### config.mk
export PLATFORM = sky130hd
export DESIGN_NAME = conv_window_reader
export DESIGN_NICKNAME = d
export VERILOG_FILES = /design/src/rtl/conv_pkg.sv /design/src/rtl/conv_skid_buf.sv /design/src/rtl/conv_window_reader.sv
export SDC_FILE = /design/constraint.sdc
export NUM_CORES = 1
export LEC_CHECK = 0
export ABC_CLOCK_PERIOD_IN_PS = 5100
export CAP_MARGIN = 20
export CORE_MARGIN = 4
export CORE_UTILIZATION = 55
export CTS_BUF_LIST = sky130_fd_sc_hd__clkbuf_4
export DETAILED_ROUTE_END_ITERATION = 10
export DONT_BUFFER_PORTS = 1
export GPL_ROUTABILITY_DRIVEN = 1
export PLACE_DENSITY_LB_ADDON = 0.3
export SLEW_MARGIN = 20
export SYNTH_ARGS = -nofsm -noshare
export SYNTH_HDL_FRONTEND = slang
export SYNTH_SLANG_ARGS = --single-unit
export TNS_END_PERCENT = 1
### constraint.sdc
create_clock -name clk -period 5.1 [get_ports clk]
set_input_delay 0 -clock clk [delete_from_list [all_inputs] [get_ports clk]]
set_output_delay 0 -clock clk [all_outputs]
set_load 0.005 [all_outputs]
### src/rtl/conv_pkg.sv
// conv_pkg: shared defaults, FSM state type and output-size helper for the convolution window reader
package conv_pkg;
  localparam int DATA_W_DEF = 16;
  localparam int ADDR_W_DEF = 16;
  localparam int IN_H_DEF = 227;
  localparam int IN_W_DEF = 227;
  localparam int K_DEF = 11;
  localparam int STRIDE_DEF = 4;
  localparam int PAD_DEF = 0;
  localparam int CNT_W = 16;
  typedef enum logic [1:0] {IDLE, RUN, DRAIN, DONE} state_e;
  function automatic int out_dim(input int in_sz, input int k, input int stride, input int pad);
    return (in_sz + 2 * pad - k) / stride + 1;
  endfunction
endpackage

### src/rtl/conv_skid_buf.sv
// conv_skid_buf: two-entry valid/ready buffer; the head register drives the outputs so they hold while stalled
module conv_skid_buf #(
  parameter int W = 18
) (
  input  logic         clk,
  input  logic         rst_n,
  input  logic         in_valid_i,
  input  logic [W-1:0] in_data_i,
  output logic         out_valid_o,
  input  logic         out_ready_i,
  output logic [W-1:0] out_data_o,
  output logic [1:0]   count_o
);
  logic [W-1:0] e0_q, e1_q, e0_d, e1_d;
  logic [1:0] cnt_q, cnt_d, held;
  logic pop;
  assign out_valid_o = cnt_q != 2'd0;
  assign out_data_o = e0_q;
  assign count_o = cnt_q;
  assign pop = out_valid_o && out_ready_i;
  always_comb begin
    held = cnt_q - {1'b0, pop};
    cnt_d = held + {1'b0, in_valid_i};
    e0_d = (in_valid_i && held == 2'd0) ? in_data_i : pop ? e1_q : e0_q;
    e1_d = (in_valid_i && held == 2'd1) ? in_data_i : e1_q;
  end
  always_ff @(posedge clk or negedge rst_n) begin
    if (!rst_n) begin
      cnt_q <= '0;
      e0_q <= '0;
      e1_q <= '0;
    end else begin
      cnt_q <= cnt_d;
      e0_q <= e0_d;
      e1_q <= e1_d;
    end
  end
endmodule

### src/rtl/conv_window_reader.sv
// conv_window_reader: streams K*K convolution windows read from a 1-cycle-latency SRAM.
// Define CONV_ZERO_PAD_EN to enable zero-padded borders of PAD pixels.
module conv_window_reader
  import conv_pkg::*;
#(
  parameter int DATA_W = DATA_W_DEF,
  parameter int ADDR_W = ADDR_W_DEF,
  parameter int IN_H   = IN_H_DEF,
  parameter int IN_W   = IN_W_DEF,
  parameter int K      = K_DEF,
  parameter int STRIDE = STRIDE_DEF,
  parameter int PAD    = PAD_DEF
) (
  input  logic              clk,
  input  logic              rst_n,
  input  logic              start_i,
  input  logic [ADDR_W-1:0] base_addr_i,
  output logic              busy_o,
  output logic              done_o,
  output logic              mem_req_o,
  output logic [ADDR_W-1:0] mem_addr_o,
  input  logic [DATA_W-1:0] mem_rdata_i,
  output logic              win_valid_o,
  input  logic              win_ready_i,
  output logic [DATA_W-1:0] win_data_o,
  output logic              win_last_o,
  output logic              frame_last_o
);
`ifdef CONV_ZERO_PAD_EN
  localparam int PAD_E = PAD;
`else
  localparam int PAD_E = PAD * 0;
`endif
  localparam int OUT_H = out_dim(IN_H, K, STRIDE, PAD_E);
  localparam int OUT_W = out_dim(IN_W, K, STRIDE, PAD_E);
  localparam int CW = CNT_W;
  localparam logic [CW-1:0] ONE = CW'(1);
  localparam logic [ADDR_W-1:0] A_ONE = ADDR_W'(1);
  localparam logic [ADDR_W-1:0] ROW_STEP = ADDR_W'(IN_W);
  localparam logic [ADDR_W-1:0] WIN_STEP = ADDR_W'(STRIDE);
  localparam logic [ADDR_W-1:0] OY_STEP = ADDR_W'(STRIDE * IN_W);
  localparam logic [ADDR_W-1:0] PAD_OFF = ADDR_W'(PAD_E * IN_W + PAD_E);
  state_e state_q;
  logic [CW-1:0] kx_q, ky_q, ox_q, oy_q;
  logic [ADDR_W-1:0] oy_base_q, win_base_q, row_q, addr_q, start_addr;
  logic pend_q, pend_last_q, pend_flast_q, pend_zero_q;
  logic kx_end, ky_end, ox_end, oy_end, wlast, flast, pop, issue, in_img;
  logic [1:0] buf_cnt, occ;
  logic [DATA_W-1:0] push_data;
  logic [DATA_W+1:0] buf_out;
  assign kx_end = kx_q == CW'(K - 1);
  assign ky_end = ky_q == CW'(K - 1);
  assign ox_end = ox_q == CW'(OUT_W - 1);
  assign oy_end = oy_q == CW'(OUT_H - 1);
  assign wlast = kx_end && ky_end;
  assign flast = wlast && ox_end && oy_end;
  assign pop = win_valid_o && win_ready_i;
  // a slot freed by this cycle's transfer can be refilled at once, giving 1 beat/cycle
  assign occ = buf_cnt - {1'b0, pop};
  assign issue = state_q == RUN && ({1'b0, occ} + {2'b0, pend_q} < 3'd2);
  assign mem_req_o = issue && in_img;
  assign mem_addr_o = addr_q;
  assign busy_o = state_q != IDLE;
  assign done_o = state_q == DONE;
  assign start_addr = base_addr_i - PAD_OFF;
  assign push_data = pend_zero_q ? '0 : mem_rdata_i;
  assign {win_data_o, win_last_o, frame_last_o} = buf_out;
`ifdef CONV_ZERO_PAD_EN
  localparam logic [CW-1:0] NPAD = CW'(-PAD);
  localparam logic [CW-1:0] SSTEP = CW'(STRIDE);
  logic [CW-1:0] r_q, c_q, wr_q, wc_q;
  // coordinates wrap below zero, so one unsigned compare per axis covers both borders
  assign in_img = r_q < CW'(IN_H) && c_q < CW'(IN_W);
  always_ff @(posedge clk or negedge rst_n) begin
    if (!rst_n) {r_q, c_q, wr_q, wc_q} <= '0;
    else if (state_q == IDLE && start_i) {r_q, c_q, wr_q, wc_q} <= {4{NPAD}};
    else if (issue) begin
      if (!kx_end) c_q <= c_q + ONE;
      else if (!ky_end) begin
        c_q <= wc_q;
        r_q <= r_q + ONE;
      end else if (!ox_end) begin
        wc_q <= wc_q + SSTEP;
        c_q <= wc_q + SSTEP;
        r_q <= wr_q;
      end else begin
        wr_q <= wr_q + SSTEP;
        r_q <= wr_q + SSTEP;
        {wc_q, c_q} <= {2{NPAD}};
      end
    end
  end
`else
  assign in_img = 1'b1;
`endif
  always_ff @(posedge clk or negedge rst_n) begin
    if (!rst_n) begin
      state_q <= IDLE;
      {kx_q, ky_q, ox_q, oy_q} <= '0;
      {oy_base_q, win_base_q, row_q, addr_q} <= '0;
      {pend_q, pend_last_q, pend_flast_q, pend_zero_q} <= '0;
    end else begin
      pend_q <= issue;
      pend_last_q <= wlast;
      pend_flast_q <= flast;
      pend_zero_q <= !in_img;
      case (state_q)
        IDLE: if (start_i) begin
          state_q <= RUN;
          {kx_q, ky_q, ox_q, oy_q} <= '0;
          {oy_base_q, win_base_q, row_q, addr_q} <= {4{start_addr}};
        end
        RUN: if (issue) begin
          if (flast) state_q <= DRAIN;
          if (!kx_end) begin
            kx_q <= kx_q + ONE;
            addr_q <= addr_q + A_ONE;
          end else if (!ky_end) begin
            kx_q <= '0;
            ky_q <= ky_q + ONE;
            row_q <= row_q + ROW_STEP;
            addr_q <= row_q + ROW_STEP;
          end else if (!ox_end) begin
            {kx_q, ky_q} <= '0;
            ox_q <= ox_q + ONE;
            win_base_q <= win_base_q + WIN_STEP;
            row_q <= win_base_q + WIN_STEP;
            addr_q <= win_base_q + WIN_STEP;
          end else begin
            {kx_q, ky_q, ox_q} <= '0;
            oy_q <= oy_q + ONE;
            oy_base_q <= oy_base_q + OY_STEP;
            {win_base_q, row_q, addr_q} <= {3{oy_base_q + OY_STEP}};
          end
        end
        DRAIN: if (pop && frame_last_o) state_q <= DONE;
        default: state_q <= IDLE;
      endcase
    end
  end
  conv_skid_buf #(.W(DATA_W + 2)) u_buf (
    .clk(clk),
    .rst_n(rst_n),
    .in_valid_i(pend_q),
    .in_data_i({push_data, pend_last_q, pend_flast_q}),
    .out_valid_o(win_valid_o),
    .out_ready_i(win_ready_i),
    .out_data_o(buf_out),
    .count_o(buf_cnt)
  );
endmodule

[After elaboration in Yosys (flattened, before gate mapping)]
Cells that the tools add are included.
Operators by class
  reductions and logical operators: 19
  muxes and demuxes: 43
  order comparisons: 1
  add/sub/neg operators: 11
  equal/unequal tests: 15
Operators with widths (count)
  $mux W16: 28
  $pmux W16 S2: 8
  $add A16 B1 Y16 const B: 5
  $mux W18: 2
  $eq A16 B4 Y1 const B: 2
  $eq A16 B6 Y1 const B: 2
  $add A16 B10 Y16 const B: 1
  $add A16 B3 Y16 const B: 1
  $add A16 B8 Y16 const B: 1
  $ne A2 B2 Y1 const B: 7
  $logic_and A1 B1 Y1: 8
  $mux W2: 4
  $reduce_and A4 Y1: 2
  $reduce_bool A2 Y1: 4
  $pmux W2 S3: 1
  $reduce_and A6 Y1: 1
  $reduce_and A5 Y1: 1
  $eq A2 B1 Y1 const B: 2
  $eq A2 B2 Y1 const B: 2
  $logic_not A2 Y1: 2
  $add A2 B1 Y3: 1
  $lt A3 B2 Y1 const B: 1
  $reduce_and A3 Y1: 1
  $add A2 B1 Y2: 1
  $sub A2 B1 Y2: 1
Word-level totals
  bits of input ports: 36
  bits in registers: 171
  output and inout port bits: 38
  logic and storage cells: 104

[Logic depth before layout (Yosys ltp)]
  depth in word-level cells: 8
  gate-level depth with buffers: 18

[Modules after synthesis]
A second synthesis with hierarchy kept.
Unflattened totals
  cell total of the unflattened synthesis: 1088
  area total of the unflattened synthesis: 9780.6 µm²
Modules (own cells, without submodules)
  conv_window_reader: area an instance 8137.8 µm², cells each 943, instances 1, seq. area each 3328.2 µm²
  conv_skid_buf: area an instance 1642.8 µm², cells each 145, instances 1, seq. area each 950.9 µm²

[Worst setup path before layout]
OpenSTA, ideal clock, no wires.
  kind: reg-to-reg
  start: register u_buf.cnt_q[1], in the netlist u_buf.count_o[1]
  end: register oy_q[15]
  path buffers: 3
  data arrival time: 3.536 ns
  path slack: 1.498 ns
  period minus slack after synthesis: 3.602 ns
  library setup time: 0.066 ns
  cell stages (with the launch flop): 17
  cells stage by stage: dfrtp_1 or2_2 nand2_1 buf_2 buf_2 inv_1 ha_1 inv_1 ha_1 inv_1 ha_1 and2_1 o21ai_1 buf_2 nor2_1 or4_1 nand2_1
Between the ends
  cells in the longest elaborated chain, start to end: 8
Ends and longest elaborated chain
  start: declaration: line conv_skid_buf.sv:15  | logic [1:0] cnt_q, cnt_d, held;
  start signal: assignment: line conv_skid_buf.sv:33  | cnt_q <= cnt_d;
  $reduce_bool A2 Y1: line conv_skid_buf.sv:17  | assign out_valid_o = cnt_q != 2'd0;
  named net win_valid_o: line conv_window_reader.sv:23  | output logic win_valid_o,
  $logic_and A1 B1 Y1: line conv_window_reader.sv:57  | assign pop = win_valid_o && win_ready_i;
  $sub A2 B1 Y2: line conv_window_reader.sv:59  | assign occ = buf_cnt - {1'b0, pop};
  $add A2 B1 Y3: line conv_window_reader.sv:60  | assign issue = state_q == RUN && ({1'b0, occ} + {2'b0, pend_q} < 3'd2);
  $lt A3 B2 Y1: line conv_window_reader.sv:60
  $logic_and A1 B1 Y1: line conv_window_reader.sv:60
  named net mem_req_o: line conv_window_reader.sv:20  | output logic mem_req_o,
  $ne A2 B2 Y1 (no source line)
  $reduce_and A6 Y1 (no source line)
  end signal: assignment: line conv_window_reader.sv:131  | oy_q <= oy_q + ONE;
  end: declaration: line conv_window_reader.sv:44  | logic [CW-1:0] kx_q, ky_q, ox_q, oy_q;
The timed path passes the listed nets, and every way through them passes these cells.
A chain may end at the register's enable or synchronous reset.

[Final worst setup path]
Ends and elaborated chain as after synthesis.

==> results.tsv <==
metric	value	unit
CTS Buf Count	17	
Relative slew margins	35.6	%
ys flop type	dfrtp_1	
via-per-instance ratio	6.18	
Async S/R FF share, synth	100	%
Reg2Reg Depth	15	
CP Max Fanout	61	
clock skew	0.0236	ns
Starting Density	56.1	%
CP endpoint kind	flip-flop	
Crit path max-delay family	simple AND/OR/NAND/NOR gates	
htree depth	4	
Crit. Startpoint	u_buf.count_o[1]$_DFF_PN0_	
Slew @ Worst Pin	0.953	ns
RSZ-0062 raised after global routing	no	
initial drt markers	750	
outcome	complete, no violations	
DR WL/cell	18.7	um
Site Rows	48	
commonest cells after routing, fill and taps aside	dfrtp_1, nand2_1, nor2_1	
net count after synthesis	1108	
Placer Congestion	0.905	
remaining antenna violation count	0	
Post-synth EDFFs	0	
Final Hold Vio Count	0	
Cell Pwr Density	566	nW/um^2
drt drc	0	
area delta synth->final	8.67	%
WP buf/inv	4	
I/O Buffers	0	
Total Routed Length	24400	um
setup bufs post-CTS	0	
peak supply drop	348	uV
startpoint types	flip-flop	
GRT overflow	0	
Critical Path RT	5.65	ns
Power Total	5.99	mW
type of the worst setup path	reg -> reg	
GRT Util Overall	25.1	%
Unique masters post-synth	72	
# fillers	1456	
worst hold path type	in -> async	
Max Cap Violations	0	
critical path cell sequence	or2_2 -> nand2_1 -> inv_1 -> ha_1 -> inv_1 -> ha_1 -> inv_1 -> ha_1 -> and2_1 -> o21ai_2 -> nor2_4 -> buf_4 -> nand3_2 -> or4_1 -> nand2_1	
initial antenna violation count	1	
vias	8091	
Synth area leaders	dfrtp_1, nand2_1, nor2_1	
cell taking the most area after synthesis	dfrtp_1	
CP max stage cell	buf_4	
Syn Inst Count	1053	
Max stage delay on crit path	0.55	ns
Core Footprint	17400	um^2
Clk pin slew, worst setup/hold paths	0.17	ns
r2r startpoint	u_buf.count_o[1]$_DFF_PN0_	
Pleak	4.53	nW
Post-Syn Area	9740	um^2
hpwl dp	16600	um
num ports	74	
area of the die	19900	um^2
max-slew violation count	0	
die height	141	um
top cell type's share of synthesized area	43.9	%
final setup fails	0	
Crit Reg-Reg Endpoint	oy_q[15]$_DFFE_PN0P_	
latest clock arrival within the worst-skew pair	0.60	ns
via count of the first global-routing pass	7751	
Synth warnings	0	
FF+latch count, synth	171	
fin crit share	74.6	%
fmax	0.263	GHz
Fin Hold WS	0.0222	ns
Pre-antenna DRT Iters	5	
Avg Cell Area, Syn	9.25	um^2
setup slack, reg-to-reg	1.30	ns
Tmin final	3.80	ns
post-cts repair resize count	0	
clock sinks	171	
clock buffer depth	2	
layout cells sized above 1	8.96	%
post-synthesis sequential area ratio	43.9	%
most common cell after layout, fill and taps aside	dfrtp_1	
largest net degree at the start of global routing	172	
global-route wire length before repair	40300	um
clk root buf	clkbuf_4	
CTS tree	built	
setup tns final	0	ns
Final nets	1125	
Die Wd	141	um
Worst Path Arrival	4.35	ns
## cell families (layout without fill, tap and decap cells)
kind of cell,after synthesis,count (layout),synth area share [%]
flops,171,171,43.9
fa+ha+maj,19,19,2.44
xor+xnor,76,76,6.83
mux,48,48,5.20
buf+inv,83,113,3.63
simple gates,438,438,23.7
compound gates,218,218,14.3
other cells,0,1,0
## cell usage after synthesis, drive strengths merged (3+ instances only)
master	n
o31ai	7
o22ai	13
clkbuf	25
nor4bb	3
and3	15
or4	6
mux2i	27
nand3	41
inv	30
nor4b	3
ha	19
a21oi	64
a221o	5
nor2b	9
nand2b	4
nor4	20
nor3	26
o211a	3
mux2	21
and4	7
o211ai	12
buf	28
a22oi	4
a31oi	14
and2	9
nand4	40
and4bb	3
dfrtp	171
xnor2	37
nand3b	6
o221ai	4
xor2	39
or3	7
nor2	111
a211oi	4
o21ai	56
nand2	123
o21a	5
## power by group
| group | switching (mW) | total (mW) | internal, mW |
|---|---|---|---|
| clock | 0.571 | 0.842 | 0.271 |
| sequential | 0.513 | 2.33 | 1.82 |
| combinational | 1.76 | 2.82 | 1.06 |
| total | 2.84 | 5.99 | 3.15 |
## routing by layer
| layer | vias to the layer above | share of wire, % | track usage (%) |
|---|---|---|---|
| li1 | 3835 | - | - |
| met1 | 3948 | 44 | 34.9 |
| met2 | 270 | 47 | 38.7 |
| met3 | 38 | 6.9 | 5.87 |
| met4 | 0 | 2.2 | 8.57 |
| met5 | - | 0 | 0 |
## registers in the layout (all words and copies together) (netlist names), 2 cells and up
signal            cells
kx_q                 16
ky_q                 16
mem_addr_o           16
ox_q                 16
oy_base_q            16
oy_q                 16
row_q                16
state_q               2
u_buf.count_o         2
u_buf.e1_q           18
u_buf.out_data_o     18
win_base_q           16
## how the worst max path moves through the flow
stage / cells after the start / slack (ns) / endpoint
floorplan: 16 / 1.50 / oy_q[15]$_DFFE_PN0P_
global placement: 15 / 1.46 / oy_q[15]$_DFFE_PN0P_
detailed placement: 15 / 1.36 / oy_q[15]$_DFFE_PN0P_
CTS: 15 / 1.29 / oy_q[15]$_DFFE_PN0P_
global route: 15 / 1.08 / oy_q[15]$_DFFE_PN0P_
finish: 15 / 1.30 / oy_q[15]$_DFFE_PN0P_
## metrics by stage
step | area [um^2] | worst slack [ns] | utilization, % | std cells
after detailed placement | 9900 | 1.36 | 57.0 | 1239
after global routing | 10600 | 1.08 | 61.0 | 1309
after floorplan | 9740 | 1.50 | - | 1053
after global placement | 9900 | 1.46 | 57.0 | 1239
after CTS | 10600 | 1.29 | 61.0 | 1308
final | 10600 | 1.30 | 61.0 | 1309
## layout make-up
cell class	instances	area [um^2]	area share, %
Timing Repair Buffer	51	493	4.66
Tap cell	225	282	2.66
Clock buffer	17	128	1.21
Antenna cell	1	2.50	0.0236
Inverter	30	113	1.06
Clock inverter	15	175	1.65
Sequential cell	171	4280	40.4
Multi-Input combinational cell	799	5120	48.3
## timing repair
item / CTS / global route
endpoints found under the hold margin: 272 / 0
hold buffers: 37 / 0
endpoints found under the setup margin: 0 / 0
No activity file was read; power rests on OpenSTA's default activity.
